[config.mk]
export PLATFORM = sky130hd
export DESIGN_NAME = ab_input_conditioner
export DESIGN_NICKNAME = d
export VERILOG_FILES = /design/src/rtl/ab_input_conditioner.sv
export SDC_FILE = /design/constraint.sdc
export NUM_CORES = 1
export LEC_CHECK = 0
export CELL_PAD_IN_SITES_DETAIL_PLACEMENT = 1
export CELL_PAD_IN_SITES_GLOBAL_PLACEMENT = 2
export CORE_MARGIN = 2
export CORE_UTILIZATION = 35
export CTS_CLUSTER_SIZE = 10
export DETAILED_ROUTE_END_ITERATION = 16
export GPL_TIMING_DRIVEN = 0
export PLACE_DENSITY = 0.85
export SYNTH_ARGS = -nofsm -noshare
export SYNTH_HDL_FRONTEND = slang
export SYNTH_SLANG_ARGS = --single-unit
[constraint.sdc]
create_clock -name clk -period 2.6 [get_ports clk]
set_input_delay 0.26 -clock clk [delete_from_list [all_inputs] [get_ports clk]]
set_output_delay 0.26 -clock clk [all_outputs]
set_load 0.005 [all_outputs]
[src/rtl/ab_input_conditioner.sv]
// ---------------------------------------------------------------------------
// ab_input_conditioner
//   Front-end for the two-input (a, b) FSM. Each raw, asynchronous, possibly
//   bouncy level is synchronised into the clk domain and then debounced. The
//   result is a clean level plus one-cycle rise/fall pulses. The two channels
//   are identical and independent.
//
// Parameters
//   SYNC_STAGES      synchroniser depth per channel (>= 2)
//   DEBOUNCE_CYCLES  consecutive mismatching cycles before the output follows
//                    the synchronised level (>= 1)
//
// Ports
//   clk            rising-edge clock
//   rst_n          asynchronous active-low reset; clears every flop
//   a_raw, b_raw   raw asynchronous input levels
//   a, b           debounced levels (registered)
//   a_rise/a_fall  one-cycle pulse on the edge where a changes 0->1 / 1->0
//   b_rise/b_fall  one-cycle pulse on the edge where b changes 0->1 / 1->0
// ---------------------------------------------------------------------------

// One conditioning channel: synchroniser chain followed by a debounce FSM.
module ab_debounce_ch #(
    parameter int SYNC_STAGES     = 2,
    parameter int DEBOUNCE_CYCLES = 4
) (
    input  logic clk,
    input  logic rst_n,
    input  logic raw,
    output logic level,
    output logic rise,
    output logic fall
);
    // A 1-cycle debounce still needs a 1-bit counter to keep the types legal.
    localparam int CW = (DEBOUNCE_CYCLES > 1) ? $clog2(DEBOUNCE_CYCLES) : 1;
    localparam logic [CW-1:0] LAST = CW'(DEBOUNCE_CYCLES - 1);

    typedef enum logic {IDLE, PEND} state_t;

    logic [SYNC_STAGES-1:0] sync;
    logic                   sync_x;
    state_t                 state;
    logic [CW-1:0]          count;
    logic [CW-1:0]          run_cnt;

    assign sync_x = sync[SYNC_STAGES-1];

    always_ff @(posedge clk or negedge rst_n) begin
        if (!rst_n) sync <= '0;
        else        sync <= {sync[SYNC_STAGES-2:0], raw};
    end

    // Mismatches already counted. In IDLE the count is zero by construction;
    // gating on state makes the restart-from-1 behaviour explicit.
    assign run_cnt = (state == PEND) ? count : '0;

    always_ff @(posedge clk or negedge rst_n) begin
        if (!rst_n) begin
            state <= IDLE;
            count <= '0;
            level <= 1'b0;
            rise  <= 1'b0;
            fall  <= 1'b0;
        end else begin
            rise <= 1'b0;
            fall <= 1'b0;
            if (sync_x != level) begin
                // This edge is mismatch number run_cnt+1; toggle on the last one.
                if (run_cnt == LAST) begin
                    level <= sync_x;
                    rise  <= sync_x;
                    fall  <= ~sync_x;
                    count <= '0;
                    state <= IDLE;
                end else begin
                    count <= run_cnt + CW'(1);
                    state <= PEND;
                end
            end else begin
                // Agreement before completion: no partial credit.
                count <= '0;
                state <= IDLE;
            end
        end
    end
endmodule

module ab_input_conditioner #(
    parameter int SYNC_STAGES     = 2,
    parameter int DEBOUNCE_CYCLES = 4
) (
    input  logic clk,
    input  logic rst_n,
    input  logic a_raw,
    input  logic b_raw,
    output logic a,
    output logic b,
    output logic a_rise,
    output logic a_fall,
    output logic b_rise,
    output logic b_fall
);
    localparam int NUM_CH = 2;

    // Channel 0 is a, channel 1 is b.
    logic [NUM_CH-1:0] raw;
    logic [NUM_CH-1:0] lvl;
    logic [NUM_CH-1:0] rise;
    logic [NUM_CH-1:0] fall;

    assign raw = {b_raw, a_raw};

    generate
        for (genvar ch = 0; ch < NUM_CH; ch++) begin : g_ch
            ab_debounce_ch #(
                .SYNC_STAGES    (SYNC_STAGES),
                .DEBOUNCE_CYCLES(DEBOUNCE_CYCLES)
            ) u_ch (
                .clk  (clk),
                .rst_n(rst_n),
                .raw  (raw[ch]),
                .level(lvl[ch]),
                .rise (rise[ch]),
                .fall (fall[ch])
            );
        end
    endgenerate

    assign a      = lvl[0];
    assign b      = lvl[1];
    assign a_rise = rise[0];
    assign a_fall = fall[0];
    assign b_rise = rise[1];
    assign b_fall = fall[1];
endmodule

==> metrics <==
Warnings, synthesis 0; sw power 0.000156 W; ratio of cells with drive above 1 in the final layout 0.100; Worst Path Buf+Inv 1; post-route ant nets 0; Area growth syn-to-layout 24.1%; R2R setup slack 1410 ps; Peak supply drop 408 uV; GPL Wtd Cong 0.743; # diodes 0; Switching Share 0.265; area of the multi-input gates 146 sq um; vias in the first global route 284; Mapped Cells 38; Max-slew headroom 0.543; root buffer cell clkbuf_4; Final Hold Fails 0; Syn Area/Cell 14.5 sq um; CTS buffer count 3; I/O pins 10; busiest grt layer met1; CP max FO 4; P_leak 0.326 nW; via/cell ratio 4.47; H-tree depth 1; power density cells 860 nW/um^2; first-pass GRT wire length 1310 um; worst min-delay path class reg -> reg; unrepaired setup endpoints after global routing no; CTS clk-pin slew, worst paths 90 ps; Die H 43.7 um; Clock Skew 0.616 ps; Max Clk Rate 0.680 GHz; cells along the critical path clkdlybuf4s50_1; DP HPWL 557 um; Die X 43.7 um; antenna violations before repair 0; final slew viol count 0; slowest stage delay, CP 520 ps; Num Clock Sinks 16; Routed WL 756 um; core footprint 1490 sq um; synth unique cells 12; M2 GR Usage 0.121; Clock Power Share 0.220; largest net degree at the start of global routing 17; pin slew with the least headroom to its limit 683 ps; Pre-antenna DRT Iters 1; cell taking the most area after synthesis dfrtp_1; Initial Utilization 0.370; worst setup path category reg -> out; most common cell after layout, fill and taps aside dfrtp_1; Top delay family on crit path buffers and inverters; storage element area 400 sq um; Setup crit start kind register; required time worst endpoint 2340 ps; GRT Util Overall 0.100; P_int 0.000432 W; Final Critical Period 1470 ps; post-synth net total 44; Sequential Power Share 0.566; post-synth top area share 0.727; total grt overflow 0; DR DRC count 0; met3 usage 0.0375; Resize count post-CTS 0; # rows 14; fin crit share 0.566; CTS tree built; DR WL/cell 11.5 um; initial DRC count 0; fin worst setup slack 1130 ps; final setup vio count 0; Crit-path slowest cell clkdlybuf4s50_1; PortBufs 9; post-CTS setup buffer count 0; vias post-DR 295; outcome complete, no violations; Area contributors post-synth dfrtp_1 (73%), and2_1 (4.5%), ha_1 (4.5%), and3b_2 (3.6%), nor2_1 (3.4%); hold_buf cts 0; Layout fillers 153; met1 Usage GRT 0.145; commonest non-fill, non-tap cells in the layout dfrtp_1 (16), clkdlybuf4s50_1 (9), nor2_1 (5); Gate power share 0.214; final net count 58; Max Root-Sink Buffers 2; pre-CTS setup slack 1400 ps; sequential area share after synthesis 0.727; # Max-Cap Violations 0; final setup TNS 0 ps; nature of the critical path endpoint output pin; Data arrival, critical path 1210 ps; Synth Cell Area 551 sq um; die area 1910 sq um; Worst-Skew Late Latency 290 ps; flops & latches, synth 16
-- layout make-up --
| type | count | share of cell area |
|---|---|---|
| multi-input cells | 21 | 0.214 |
| well taps | 16 | 0.0293 |
| flip-flops and latches | 16 | 0.586 |
| clock buffers | 3 | 0.0330 |
| inverters | 1 | 0.00549 |
| repair buffers | 9 | 0.132 |
-- Yosys cell counts --
| master | number |
|---|---|
| nor2b_1 | 2 |
| nor3b_1 | 1 |
| and3b_2 | 2 |
| and2_1 | 4 |
| dfrtp_1 | 16 |
| o21ai_0 | 1 |
| ha_1 | 2 |
| mux2_1 | 1 |
| inv_1 | 1 |
| nor2_1 | 5 |
| xnor2_1 | 2 |
| nand2_1 | 1 |
-- cell families after synthesis --
| group | count (synthesis) | synth area share |
|---|---|---|
| adder cells (fa/ha/maj) | 2 | 0.0454 |
| AND/OR/NAND/NOR | 15 | 0.159 |
| buffers and inverters | 1 | 0.00681 |
| flip-flops | 16 | 0.727 |
| AO/OA/AOI/OAI | 1 | 0.00908 |
| multiplexers | 1 | 0.0205 |
| XOR/XNOR | 2 | 0.0318 |
-- per-layer routing --
metal  up-vias  routed length [um]
met5         -                   0
met4         0                  28
met3         2                  40
met2         8                 308
met1       141                 378
li1        144                   -
-- registers in the layout, summed over array words and instances, names as in the netlist --
register and count:
g_ch.u_ch.count 4, g_ch.u_ch.rise 2, g_ch.u_ch.level 2, g_ch.u_ch.sync 4, g_ch.u_ch.state 2, g_ch.u_ch.fall 2
-- power groups by stage --
stage	clock network (W)	registers, W	logic, W
finish	0.000129	0.000333	0.000126
global route	0.000143	0.000342	0.000146
CTS	0.000131	0.000334	0.000129
detailed placement	0	0.000339	0.000127
global placement	0	0.000337	0.000125
floorplan	0	0.000334	0.0000756
-- stage by stage --
step	cells	hold WS (ps)	total power (W)	cell area, sq um	utilization
4_1_cts	66	361	0.000594	683	0.459
5_1_grt	66	364	0.000631	683	0.459
3_5_place_dp	63	341	0.000467	661	0.444
3_3_place_gp	63	337	0.000462	661	0.444
6_report	66	358	0.000588	683	0.459
2_1_floorplan	38	-35.6	0.000409	551	-
-- final timing paths --
kind / from / endpoint / depth (start not counted)
min in group asynchronous: rst_n / g_ch[1].u_ch.count[0]$_DFF_PN0_ / 1
worst min-delay path: g_ch[1].u_ch.sync[0]$_DFF_PN0_ / g_ch[1].u_ch.sync[1]$_DFF_PN0_ / 0
max in group asynchronous: rst_n / g_ch[0].u_ch.count[1]$_DFF_PN0_ / 1
worst max register to register: g_ch[0].u_ch.state$_DFF_PN0_ / g_ch[0].u_ch.level$_DFFE_PN0P_ / 3
worst max-delay path: g_ch[1].u_ch.level$_DFFE_PN0P_ / b / 1
worst min register to register: g_ch[1].u_ch.sync[0]$_DFF_PN0_ / g_ch[1].u_ch.sync[1]$_DFF_PN0_ / 0
No activity file was read; power rests on OpenSTA's default activity.
